[src/rtl/alarm_ring.sv]
// alarm_ring: compares the latched alarm minutes against the running minutes
// at each minute rollover and runs the IDLE/RING/SNOOZE ringing machine.
// Drives a square-wave buzzer tone while ringing.
// Optional snooze cycle is built only when ALARM_SNOOZE_EN is defined;
// without it the snooze input is ignored and snooze_active is tied low.
module alarm_ring #(
    parameter int unsigned RING_SEC   = 30,     // 1..255 seconds of ringing
    parameter int unsigned SNOOZE_MIN = 5,      // 1..255 minute rollovers
    parameter int unsigned TONE_DIV   = 50000   // clocks per buzzer half-period
) (
    input  logic       clk,
    input  logic       rst_n,
    input  logic       sec_tick,
    input  logic       min_roll,
    input  logic [3:0] cur_min1,
    input  logic [3:0] cur_min2,
    input  logic [3:0] clock_min1,
    input  logic [3:0] clock_min2,
    input  logic       alarm_en,
    input  logic       stop,
    input  logic       snooze,
    output logic       ringing,
    output logic       buzzer,
    output logic       snooze_active
);

    localparam logic [7:0]  RING_LAST   = 8'(RING_SEC - 1);
    localparam logic [7:0]  SNOOZE_LAST = 8'(SNOOZE_MIN - 1);
    localparam logic [23:0] TONE_LAST   = 24'(TONE_DIV - 1);

`ifdef ALARM_SNOOZE_EN
    typedef enum logic [1:0] {IDLE = 2'd0, RING = 2'd1, SNOOZE = 2'd2} state_t;
`else
    typedef enum logic [1:0] {IDLE = 2'd0, RING = 2'd1} state_t;
`endif

    state_t      state_q;
    logic [7:0]  ring_sec_q;
    logic [23:0] tone_cnt_q;
    logic        ringing_q;
    logic        buzzer_q;
`ifdef ALARM_SNOOZE_EN
    logic [7:0]  snooze_min_q;
    logic        snooze_active_q;
`endif

    // Raw 4-bit compare, only meaningful in the rollover cycle.
    logic match;
    assign match = min_roll && (cur_min1 == clock_min1) && (cur_min2 == clock_min2);

    logic tone_wrap;
    assign tone_wrap = (tone_cnt_q == TONE_LAST);

    // Ringing state machine; outputs are registered alongside the state so
    // they follow the state one clock after the cause.
    always_ff @(posedge clk or negedge rst_n) begin
        if (!rst_n) begin
            state_q    <= IDLE;
            ring_sec_q <= '0;
            tone_cnt_q <= '0;
            ringing_q  <= 1'b0;
            buzzer_q   <= 1'b0;
`ifdef ALARM_SNOOZE_EN
            snooze_min_q    <= '0;
            snooze_active_q <= 1'b0;
`endif
        end else begin
            case (state_q)
                IDLE: begin
                    // A match blocked by stop is simply lost, not retried.
                    if (alarm_en && match && !stop) begin
                        state_q    <= RING;
                        ringing_q  <= 1'b1;
                        ring_sec_q <= '0;
                        tone_cnt_q <= '0;
                        buzzer_q   <= 1'b0;
                    end
                end
                RING: begin
                    if (!alarm_en || stop) begin
                        state_q    <= IDLE;
                        ringing_q  <= 1'b0;
                        buzzer_q   <= 1'b0;
                        tone_cnt_q <= '0;
                    end
`ifdef ALARM_SNOOZE_EN
                    else if (snooze) begin
                        state_q         <= SNOOZE;
                        ringing_q       <= 1'b0;
                        buzzer_q        <= 1'b0;
                        tone_cnt_q      <= '0;
                        snooze_min_q    <= '0;
                        snooze_active_q <= 1'b1;
                    end
`endif
                    else if (sec_tick && ring_sec_q == RING_LAST) begin
                        state_q    <= IDLE;
                        ringing_q  <= 1'b0;
                        buzzer_q   <= 1'b0;
                        tone_cnt_q <= '0;
                    end else begin
                        // min_roll (even a re-match) has no effect here.
                        if (sec_tick) begin
                            ring_sec_q <= ring_sec_q + 8'd1;
                        end
                        if (tone_wrap) begin
                            tone_cnt_q <= '0;
                            buzzer_q   <= ~buzzer_q;
                        end else begin
                            tone_cnt_q <= tone_cnt_q + 24'd1;
                        end
                    end
                end
`ifdef ALARM_SNOOZE_EN
                SNOOZE: begin
                    // sec_tick and further snooze requests are ignored here.
                    if (!alarm_en || stop) begin
                        state_q         <= IDLE;
                        snooze_active_q <= 1'b0;
                    end else if (min_roll) begin
                        if (snooze_min_q == SNOOZE_LAST) begin
                            state_q         <= RING;
                            snooze_active_q <= 1'b0;
                            ringing_q       <= 1'b1;
                            ring_sec_q      <= '0;
                            tone_cnt_q      <= '0;
                            buzzer_q        <= 1'b0;
                        end else begin
                            snooze_min_q <= snooze_min_q + 8'd1;
                        end
                    end
                end
`endif
                default: begin
                    state_q    <= IDLE;
                    ringing_q  <= 1'b0;
                    buzzer_q   <= 1'b0;
                    tone_cnt_q <= '0;
`ifdef ALARM_SNOOZE_EN
                    snooze_active_q <= 1'b0;
`endif
                end
            endcase
        end
    end

    assign ringing = ringing_q;
    assign buzzer  = buzzer_q;

`ifdef ALARM_SNOOZE_EN
    assign snooze_active = snooze_active_q;
`else
    assign snooze_active = 1'b0;
    // Snooze request and length have no consumer in this build.
    logic unused_snooze;
    assign unused_snooze = ^{snooze, SNOOZE_LAST};
`endif

endmodule

[config.mk]
export PLATFORM = sky130hd
export DESIGN_NAME = alarm_ring
export DESIGN_NICKNAME = d
export VERILOG_FILES = /design/src/rtl/alarm_ring.sv
export SDC_FILE = /design/constraint.sdc
export NUM_CORES = 1
export LEC_CHECK = 0
export BUFFER_PORTS_ARGS = -buffer_cell sky130_fd_sc_hd__buf_4
export CORE_MARGIN = 8
export CORE_UTILIZATION = 55
export DETAILED_ROUTE_END_ITERATION = 8
export HOLD_SLACK_MARGIN = 0.06
export PLACE_DENSITY = 0.84
export SLEW_MARGIN = 0
export SYNTH_ARGS = -nofsm -noshare
export SYNTH_HDL_FRONTEND = slang
export SYNTH_SLANG_ARGS = --single-unit
[constraint.sdc]
create_clock -name clk -period 2.3 [get_ports clk]
set_input_delay 0.23 -clock clk [delete_from_list [all_inputs] [get_ports clk]]
set_output_delay 0.23 -clock clk [all_outputs]
set_load 0.02 [all_outputs]
==> reports/metrics.cfg, run 1 <==
[critical_path]
criticalPathCategory = reg2reg
worstPathArrival_ps = 2090
rr_startpoint = tone_cnt_q[0]
crit_chain = ha_1, and3_1, nand4_1, o21ai_2, buf_4, or3_1, nand3_1
worst_setup_path_start_kind = register
cp_capture_type = register
cp_slowest_cell = dfrtp_1
critical_path.max_stage_delay_ps = 420
crit_fanout = 8
r2r_cells = 7
r2r-end = tone_cnt_q[12]
rrSetupSlack_ps = 380
cp.required_ps = 2470

[pwr]
power.density_cell_area_mw_per_mm2 = 483.2
power.static_leakage_uw = 0.001069
irDropWorstVdd_mv = 0.3444
design_power_total_uw = 1151

[run_status]
outcome = finished clean

[synth]
number_of_enable_type_register_cells_in_the_synthesized_netlist = 0
postSynthRegisterBits = 34
post_synth_most_frequent_cells = dfrtp_1, nand3_1, nand2_1, or3_1, xor2_1
synth.area.top_cells = dfrtp_1, nand3_1, xor2_1
yosysTopAreaCellShare_pct = 41.09
largest_area_contributor_in_the_netlist = dfrtp_1
synthesized_area_mm2 = 0.002071
ys.warnings.count = 0
dominant_register_cell_in_the_synthesized_netlist = dfrtp_1
yosysSeqAreaShare_pct = 41.09
netlist-cell-type-count = 41
async_flop_share_pct = 100.0
post_synthesis_net_count = 252
syn_avg_cell_area_um2 = 9.163
netlist_instances = 226
yosysMostFrequentCell = dfrtp_1

[cells_and_area]
finalNetCount = 280
finish.instance_area_mm2 = 0.002382
layout-area-overhead-vs-synth_pct = 15.05
finalCoreUtilization_pct = 65.56
antenna-diode-count = 0
fill_cells = 305
fraction_of_layout_instances_using_a_drive_strength_above_1_pct = 19.61
seqCellArea_um2 = 850.8
multi_input_comb_area_mm2 = 0.001115

[clock_network]
h-tree-depth = 2
reg_clk_slew_reported_paths_ps = 70
cts_sinks = 34
clock_insertion_delay_worst_skew_ps = 280
maximum_clock_path_buffer_count = 2
clock-root-buffer = clkbuf_8
cts_inserted_buffers = 5
tritoncts = yes

[floorplan]
die_height_um = 77.36
start_util_pct = 56.99
design.die.area_mm2 = 0.005985
dieWidth_um = 77.36
io_pins = 26
core_mm2 = 0.003633
core.rowCount = 22

[global_route]
grt_start_max_net_pins = 35
grt_overflow_total = 0
grt_pass1_wl_um = 7610
number_of_antenna_violations_at_the_first_check_in_global_routing = 0
track_usage_pct = 15.11
grt_pass1_vias = 1709

[timing]
count_of_final_hold_check_violations = 0
finalSetupTns_ps = 0
finalCritPeriodShare_pct = 83.42
setup_viol_count_final = 0
max_slew_vio_count = 0
finClkSkew_ps = 5.148
layout_min_cycle_time_ps = 1919
rsz_0062_raised_after_global_routing = false
fmax_ghz = 0.5212

[routing]
vias = 1766
avgRoutedWirePerCell_um = 14.05
drc_errors = 0
drt_pass1_iterations = 4
detail_route.vias_per_cell = 5.828
first_iter_violations = 180
drt.antenna.violating_nets = 0
routed_wl_um = 4257

[worst_hold_path]
hold_path_depth = 3
hold_path_startpoint = sec_tick
hold_end = ring_sec_q[0]
hold_class = in2reg

[placement]
place_congestion = 0.8146
post_dp_cell_area_mm2 = 0.002281
port_buffers = 23
hpwlAfterDp_um = 3059

[flow_run]
max_cap_viol_count = 0

-- per-stage QoR --
step	hold WS, ps	setup slack (ps)	std cells
floorplan	-65.59	622.9	226
global placement	206.5	416.2	294
detailed placement	203.2	386.4	294
CTS	287.8	378.8	303
global route	319.1	170.3	303
finish	288.3	381.4	303
-- power breakdown --
part / total [uW] / internal [uW] / switching (uW)
registers: 625 / 607 / 17.4
clock network: 455 / 241 / 214
logic: 70.9 / 37.7 / 33.2
-- how the worst max path moves through the flow --
| stage | from | to | depth (start not counted) |
|---|---|---|---|
| after global placement | tone_cnt_q[12] | tone_cnt_q[12] | 6 |
| final | tone_cnt_q[0] | tone_cnt_q[12] | 7 |
| after floorplan | tone_cnt_q[0] | tone_cnt_q[18] | 6 |
| after detailed placement | tone_cnt_q[0] | tone_cnt_q[6] | 7 |
| after CTS | tone_cnt_q[0] | tone_cnt_q[17] | 7 |
| after global routing | tone_cnt_q[0] | tone_cnt_q[6] | 7 |
-- cell usage in the layout (no fill, tap or decap), types with 3 or more instances in the layout --
cell type / n
buf_4: 29
or3_1: 14
a21oi_1: 11
inv_1: 10
clkbuf_8: 6
o21ai_1: 7
nand4_1: 9
o311ai_1: 4
nand3b_1: 3
ha_1: 3
nand2_1: 29
nor2_1: 10
nor4_1: 4
dfrtp_1: 34
nand3_1: 31
xor2_1: 13
and4_1: 5
and3_1: 4
-- cell type report --
cell class | instances | area share [%]
clock buffers | 7 | 3.624
repair buffers | 30 | 9.559
multi-input cells | 173 | 46.80
flip-flops and latches | 34 | 35.71
clock inverters | 1 | 0.2101
well taps | 48 | 2.521
inverters | 10 | 1.576
-- state kept, by name (all words and copies together), names as in the netlist --
signal      flops
buzzer          1
tone_cnt_q     24
ringing         1
ring_sec_q      8
-- layer usage --
layer | global-route usage [%] | wire length [um]
met1 | 18.30 | 1948
met2 | 25.78 | 2133
met3 | 3.687 | 139
met4 | 4.717 | 36
met5 | 0 | 0
-- repair_timing --
| action | CTS | global route |
|---|---|---|
| hold endpoints to repair | 34 | 0 |
| gates resized for setup | 0 | 0 |
| setup buffers | 0 | 0 |
| hold buffers | 1 | 0 |
-- worst max-delay path, delay by kind of cell (launching register included) --
kind | cells | cell delay, ps
and+or+nand+nor | 4 | 580
DFF | 1 | 420
AOI/OAI and AO/OA | 1 | 360
adders and majority gates | 1 | 230
buffers and inverters | 1 | 220
-- logic make-up after synthesis --
logic type               share of synthesized area, %
other                                          0.1811
XOR/XNOR                                        5.922
buffers and inverters                           5.075
flip-flops                                      41.09
multiplexers                                   0.4834
adder cells (fa/ha/maj)                         1.813
AO/OA/AOI/OAI                                   10.82
AND/OR/NAND/NOR                                 34.62
Power figures use the tool's default switching activity.
==> run 2: changes to the inputs <==
==> constraint.sdc (replaced) <==
create_clock -name clk -period 1.95 [get_ports clk]
set_input_delay 0.195 -clock clk [delete_from_list [all_inputs] [get_ports clk]]
set_output_delay 0.195 -clock clk [all_outputs]
set_load 0.02 [all_outputs]
==> run 2 against run 1 <==
  * Critical endpoint is now tone_cnt_q[2]
  * Sequential power up 18%
  * Highest routed layer unchanged
  * Clock-buffer cell count up 1
  * Largest power group unchanged
  * Fmax up 5.8%
==> reports/metrics.cfg, run 2 (synthesis results as in run 1) <==
[run_status]
outcome = finished clean  ; unchanged

[global_route]
track_usage_pct = 16.49  ; was 15.11%
grt_pass1_vias = 1819  ; was 1709
grt_pass1_wl_um = 8128  ; was 7610 um
number_of_antenna_violations_at_the_first_check_in_global_routing = 0  ; unchanged
grt_start_max_net_pins = 35  ; unchanged
grt_overflow_total = 0  ; unchanged

[floorplan]
die_height_um = 77.36  ; unchanged
io_pins = 26  ; unchanged
core.rowCount = 22  ; unchanged
design.die.area_mm2 = 0.005985  ; unchanged
start_util_pct = 56.99  ; unchanged
dieWidth_um = 77.36  ; unchanged
core_mm2 = 0.003633  ; unchanged

[routing]
avgRoutedWirePerCell_um = 15.26  ; was 14.05 um
drc_errors = 0  ; unchanged
routed_wl_um = 4685  ; was 4257 um
drt.antenna.violating_nets = 0  ; unchanged
vias = 1836  ; was 1766
drt_pass1_iterations = 4  ; unchanged
first_iter_violations = 142  ; was 180
detail_route.vias_per_cell = 5.980  ; was 5.828

[critical_path]
worstPathArrival_ps = 1990  ; was 2090 ps
rr_startpoint = tone_cnt_q[10]  ; was tone_cnt_q[0]
crit_fanout = 17  ; was 8
r2r_cells = 6  ; was 7
worst_setup_path_start_kind = register  ; unchanged
cp_capture_type = register  ; unchanged
critPathCapture = tone_cnt_q[2]  ; was tone_cnt_q[12]
cp-startpoint = tone_cnt_q[10]  ; was tone_cnt_q[0]
r2r-end = tone_cnt_q[2]  ; was tone_cnt_q[12]
rrSetupSlack_ps = 140  ; was 380 ps
criticalPathCategory = reg2reg  ; unchanged
cp.required_ps = 2130  ; was 2470 ps

[timing]
rsz_0062_raised_after_global_routing = false  ; unchanged
setup_viol_count_final = 0  ; unchanged
layout_min_cycle_time_ps = 1813  ; was 1919 ps
finalCritPeriodShare_pct = 92.96  ; was 83.42%
max_slew_vio_count = 0  ; unchanged
count_of_final_hold_check_violations = 0  ; unchanged
fmax_ghz = 0.5517  ; was 0.5212 GHz
finClkSkew_ps = 2.930  ; was 5.148 ps
finalSetupTns_ps = 0  ; unchanged

[pwr]
p_sw_uw = 318.3  ; was 264.6 uW
p_clk_share_pct = 42.8  ; was 39.6%
netSwitchingFraction_pct = 22.17  ; was 22.99%
power.static_leakage_uw = 0.001103  ; was 0.001069 uW
internal-power_uw = 1118  ; was 886.5 uW
combinationalPowerShare_pct = 6.0  ; was 6.2%
power.density_cell_area_mw_per_mm2 = 586.2  ; was 483.2 mW/mm2
p_seq_share_pct = 51.3  ; was 54.3%
irDropWorstVdd_mv = 0.5010  ; was 0.3444 mV

[cells_and_area]
layout_commonest_cell = dfrtp_1  ; unchanged
most-common-layout-cells = dfrtp_1, buf_4, nand3_1  ; was dfrtp_1, nand3_1, nand2_1, buf_4, or3_1
antenna-diode-count = 0  ; unchanged
fill_cells = 307  ; was 305
fraction_of_layout_instances_using_a_drive_strength_above_1_pct = 21.62  ; was 19.61%
largest_register = tone_cnt_q  ; unchanged
layout-area-overhead-vs-synth_pct = 18.31  ; was 15.05%
largest_registers = tone_cnt_q (24), ring_sec_q (8)  ; unchanged
finish.instance_area_mm2 = 0.002450  ; was 0.002382 mm2
finalNetCount = 284  ; was 280
flip_flop_count_of_the_largest_register_after_layout = 24  ; unchanged

[worst_hold_path]
hold_class = in2reg  ; unchanged

[flow_run]
max_cap_viol_count = 0  ; unchanged

[clock_network]
tritoncts = yes  ; unchanged
clock_insertion_delay_worst_skew_ps = 290  ; was 280 ps
h-tree-depth = 2  ; unchanged
cts_sinks = 34  ; unchanged
clock-root-buffer = clkbuf_8  ; unchanged
cts_inserted_buffers = 5  ; unchanged
maximum_clock_path_buffer_count = 2  ; unchanged
post_cts.repair.setup_buffers = 0  ; unchanged
reg_clk_slew_reported_paths_ps = 70  ; about the same

[placement]
port_buffers = 23  ; unchanged
hpwlAfterDp_um = 3240  ; was 3059 um
post_dp_cell_area_mm2 = 0.002323  ; was 0.002281 mm2
place_congestion = 0.8047  ; was 0.8146

-- run 2: changes by cell type in the layout (fill, tap and decap cells not counted), sizes merged --
| cell | before | now |
|---|---|---|
| clkbuf | 7 | 8 |
| buf | 29 | 33 |
| clkinv | 1 | 0 |
-- run 2: critical path, stage by stage (launching register included) --
cell and delay [ps]:
dfrtp_1 460, nor4_1 350, nand4_1 220, o21a_1 270, buf_12 170, a21oi_1 150, mux2i_1 90
-- run 2: what timing repair did --
| action | in CTS | in global routing |
|---|---|---|
| resized for setup | 0 | 1 |
| hold endpoints to repair | 34 | 0 |
| hold buffers | 1 | 0 |
| endpoints found under the setup margin | 0 | 2 |
-- run 2: stage by stage --
step / hold slack (ps) / total power (uW) / util, % / cells / setup WS, ps
finish: 250.8 / 1436 / 67.42 / 307 / 137.3
global route: 266.5 / 1489 / 67.42 / 307 / 22.13
CTS: 233.0 / 1451 / 67.25 / 307 / 119.6
detailed placement: 171.2 / 834.0 / 63.95 / 298 / 131.3
global placement: 170.8 / 830.5 / 63.95 / 298 / 169.6
floorplan: -100.6 / 776.4 / - / 226 / 272.9
-- run 2: worst min-delay path by stage --
stage | start | to | slack, ps | cells after the start
after floorplan | rst_n | buzzer | -100 | 0
after global placement | rst_n | tone_cnt_q[1] | 170 | 1
after detailed placement | rst_n | tone_cnt_q[1] | 170 | 1
after CTS | sec_tick | ring_sec_q[0] | 230 | 3
after global routing | sec_tick | ring_sec_q[0] | 270 | 3
final | sec_tick | ring_sec_q[0] | 250 | 3
-- run 2: routing by layer --
| layer | global-route usage, % | share of wire [%] | vias to the layer above |
|---|---|---|---|
| li1 | - | - | 886 |
| met1 | 19.45 | 42 | 893 |
| met2 | 27.30 | 52 | 48 |
| met3 | 4.263 | 4.2 | 9 |
| met4 | 8.113 | 1.9 | 0 |
| met5 | 0 | 0 | - |
-- run 2: layout make-up --
type,instances,area (um2),area share [%]
Clock buffer,8,110.1,4.494
Sequential cell,34,850.8,34.73
Tap cell,48,60.06,2.451
Multi-Input combinational cell,173,1121,45.76
Timing Repair Buffer,34,270.3,11.03
Inverter,10,37.54,1.532
-- run 2: power by group through the flow --
stage | logic, uW | registers, uW | clock network (uW)
floorplan | 31.5 | 745 | 0
global placement | 82.5 | 748 | 0
detailed placement | 85.2 | 749 | 0
CTS | 87.2 | 735 | 628
global route | 95.4 | 738 | 656
finish | 85.8 | 736 | 614
==> run 3: changes to the inputs <==
--- a/config.mk
+++ b/config.mk
@@ -6,11 +6,13 @@
 export NUM_CORES = 1
 export LEC_CHECK = 0
 export BUFFER_PORTS_ARGS = -buffer_cell sky130_fd_sc_hd__buf_4
+export CORE_ASPECT_RATIO = 1.4
 export CORE_MARGIN = 8
 export CORE_UTILIZATION = 55
 export DETAILED_ROUTE_END_ITERATION = 8
 export HOLD_SLACK_MARGIN = 0.06
 export PLACE_DENSITY = 0.84
+export RECOVER_POWER = 100
 export SLEW_MARGIN = 0
 export SYNTH_ARGS = -nofsm -noshare
 export SYNTH_HDL_FRONTEND = slang
==> run 3 against run 2 <==
  * Sequential share of layout area rose by 0.50 points
  * Final cell count fell by 1.3%
  * Die area up 0.47%
  * Via count down 3.6%
  * Critical path depth unchanged
  * Clock-buffer cell count decreased by 1
  * Utilization decreased by 1.1 points
  * Clock skew rose by 0.87 ps
  * Largest cell class unchanged
==> reports/metrics.cfg, run 3 (synthesis results as in run 1) <==
[run_status]
outcome = finished clean  ; unchanged

[critical_path]
criticalPathCategory = reg2reg  ; unchanged
cp.buffers_inverters = 1  ; unchanged
critPathCapture = tone_cnt_q[17]  ; was tone_cnt_q[2]
worst_setup_path_start_kind = register  ; unchanged
worstPathArrival_ps = 2000  ; was 1990 ps
cp_capture_type = register  ; unchanged
crit_family = simple AND/OR/NAND/NOR gates  ; unchanged
crit_chain = and3_4, a41oi_2, o21ai_2, buf_12, or3_1, nand3_1  ; was nor4_1, nand4_1, o21a_1, buf_12, a21oi_1, mux2i_1
crit_fanout = 16  ; was 17
cp.required_ps = 2170  ; was 2130 ps
cp_slowest_cell = dfrtp_1  ; unchanged
rrSetupSlack_ps = 170  ; was 140 ps
r2r_cells = 6  ; unchanged
rr_startpoint = ring_sec_q[3]  ; was tone_cnt_q[10]
cp-startpoint = ring_sec_q[3]  ; was tone_cnt_q[10]
critical_path.max_stage_delay_ps = 410  ; was 460 ps
r2r-end = tone_cnt_q[17]  ; was tone_cnt_q[2]
worst-path-stages = 6  ; unchanged

[pwr]
power.density_cell_area_mw_per_mm2 = 563.7  ; was 586.2 mW/mm2
power.static_leakage_uw = 0.001090  ; was 0.001103 uW
combinationalPowerShare_pct = 6.6  ; was 6.0%
p_clk_share_pct = 39.5  ; was 42.8%
design_power_total_uw = 1361  ; was 1436 uW
irDropWorstVdd_mv = 0.5839  ; was 0.5010 mV
netSwitchingFraction_pct = 23.05  ; was 22.17%
internal-power_uw = 1048  ; was 1118 uW
p_sw_uw = 313.8  ; was 318.3 uW
p_seq_share_pct = 54.0  ; was 51.3%

[routing]
vias = 1770  ; was 1836
drc_errors = 0  ; unchanged
drt_pass1_iterations = 4  ; unchanged
detail_route.vias_per_cell = 5.842  ; was 5.980
routed_wl_um = 4671  ; was 4685 um
avgRoutedWirePerCell_um = 15.42  ; was 15.26 um
drt.antenna.violating_nets = 0  ; unchanged
first_iter_violations = 87  ; was 142

[global_route]
grt_start_max_net_pins = 35  ; unchanged
grt_overflow_total = 0  ; unchanged
track_usage_pct = 16.56  ; was 16.49%
grt_pass1_wl_um = 7762  ; was 8128 um
grt_pass1_vias = 1696  ; was 1819
number_of_antenna_violations_at_the_first_check_in_global_routing = 0  ; unchanged

[placement]
hpwlAfterDp_um = 3335  ; was 3240 um
dpl.cell_count = 294  ; was 298
place_congestion = 0.7812  ; was 0.8047
port_buffers = 23  ; unchanged
post_dp_cell_area_mm2 = 0.002331  ; was 0.002323 mm2

[clock_network]
clock-root-buffer = clkbuf_8  ; unchanged
reg_clk_slew_reported_paths_ps = 70  ; about the same
cts_sinks = 34  ; unchanged
clock_insertion_delay_worst_skew_ps = 280  ; was 290 ps
h-tree-depth = 2  ; unchanged
cts_inserted_buffers = 5  ; unchanged
maximum_clock_path_buffer_count = 2  ; unchanged
tritoncts = yes  ; unchanged
post_cts.repair.setup_buffers = 0  ; unchanged

[worst_hold_path]
hold_path_startpoint = sec_tick  ; unchanged
hold_class = in2reg  ; unchanged

[timing]
finClkSkew_ps = 3.805  ; was 2.930 ps
maxSlewHeadroom_pct = 43.05
setup_viol_count_final = 0  ; unchanged
fmax_ghz = 0.5619  ; was 0.5517 GHz
max_slew_vio_count = 0  ; unchanged
count_of_final_hold_check_violations = 0  ; unchanged
tightestPinTransition_ps = 854.2
finalSetupTns_ps = 0  ; unchanged
finalCritPeriodShare_pct = 91.27  ; was 92.96%
fin_worst_hold_slack_ps = 275.9  ; was 250.8 ps
rsz_0062_raised_after_global_routing = false  ; unchanged
layout_min_cycle_time_ps = 1780  ; was 1813 ps

[floorplan]
io_pins = 26  ; unchanged
die_height_um = 88.60  ; was 77.36 um
design.die.area_mm2 = 0.006012  ; was 0.005985 mm2
core_mm2 = 0.003643  ; was 0.003633 mm2
core.rowCount = 26  ; was 22
dieWidth_um = 67.86  ; was 77.36 um
start_util_pct = 56.83  ; was 56.99%

[cells_and_area]
layout_commonest_cell = dfrtp_1  ; unchanged
finish.instance_area_mm2 = 0.002415  ; was 0.002450 mm2
flip_flop_count_of_the_largest_register_after_layout = 24  ; unchanged
finish.cell_count_without_fillers = 303  ; was 307
largest_registers = tone_cnt_q (24), ring_sec_q (8)  ; unchanged
antenna-diode-count = 0  ; unchanged
most-common-layout-cells = dfrtp_1, nand3_1, nand2_1, buf_4, or3_1  ; was dfrtp_1, buf_4, nand3_1
multi_input_comb_area_mm2 = 0.001115  ; was 0.001121 mm2
fraction_of_layout_instances_using_a_drive_strength_above_1_pct = 19.92  ; was 21.62%
finalNetCount = 286  ; was 284
largest_register = tone_cnt_q  ; unchanged
layout-area-overhead-vs-synth_pct = 16.62  ; was 18.31%
seqCellArea_um2 = 850.8  ; unchanged
fill_cells = 295  ; was 307

[flow_run]
max_cap_viol_count = 0  ; unchanged

==> run 3: cell count changes in the layout (fill, tap and decap cells not counted), moves of 2 or more <==
| cell | before | now |
|---|---|---|
| o311ai_1 | 4 | 2 |
| o311ai_0 | 0 | 2 |
| clkbuf_1 | 0 | 5 |
| o21ai_1 | 7 | 4 |
| buf_4 | 32 | 29 |
| clkbuf_8 | 8 | 6 |
| o21ai_0 | 0 | 3 |
==> run 3: cell type report <==
class,instances,area share [%]
timing repair buffer,36,11.09
tap,42,2.176
inverter,10,1.554
sequential,34,35.23
clock inverter,1,0.2073
clock buffer,7,3.575
multi-input combinational,173,46.17
==> run 3: worst min-delay path by stage <==
stage	endpoint	slack (ps)	depth (start not counted)
2_1_floorplan	buzzer	-100	0
3_3_place_gp	ring_sec_q[7]	160	1
3_5_place_dp	ring_sec_q[5]	170	1
4_1_cts	ring_sec_q[0]	280	3
5_1_grt	ring_sec_q[0]	280	3
6_report	ring_sec_q[0]	280	3
==> run 3: power by group through the flow <==
stage	sequential, uW	combinational (uW)	clock [uW]
6_report	735	89.4	537
5_1_grt	735	99.6	582
4_1_cts	734	92.4	542
3_5_place_dp	748	90.5	0
3_3_place_gp	747	87.6	0
2_1_floorplan	745	31.5	0
==> run 3: worst register-to-register path: cells and delay by family, from the launching register on <==
kind | cells | cell delay (ps)
AND/OR/NAND/NOR | 3 | 650
AO/OA/AOI/OAI | 2 | 480
flip-flops | 1 | 410
buffers and inverters | 1 | 170
==> run 3: metrics by stage <==
| step | setup slack [ps] | util [%] |
|---|---|---|
| global placement | 202.3 | 63.98 |
| detailed placement | 119.0 | 63.98 |
| floorplan | 272.9 | - |
| finish | 170.3 | 66.28 |
| global route | 21.55 | 66.28 |
| CTS | 106.8 | 66.76 |
==> run 3: metal layers <==
layer  track usage, %  up-vias  routed length [um]
li1                 -      894                   -
met2            31.03       30                2573
met1            17.89      836                1890
met3            2.662       10                 130
met5                0        -                   0
met4            5.794        0                  77
==> run 3: repair_timing <==
item,4_1_cts,5_1_grt
resized for setup,0,1
hold buffers,1,0
endpoints found under the hold margin,34,0
setup endpoints to repair,0,14
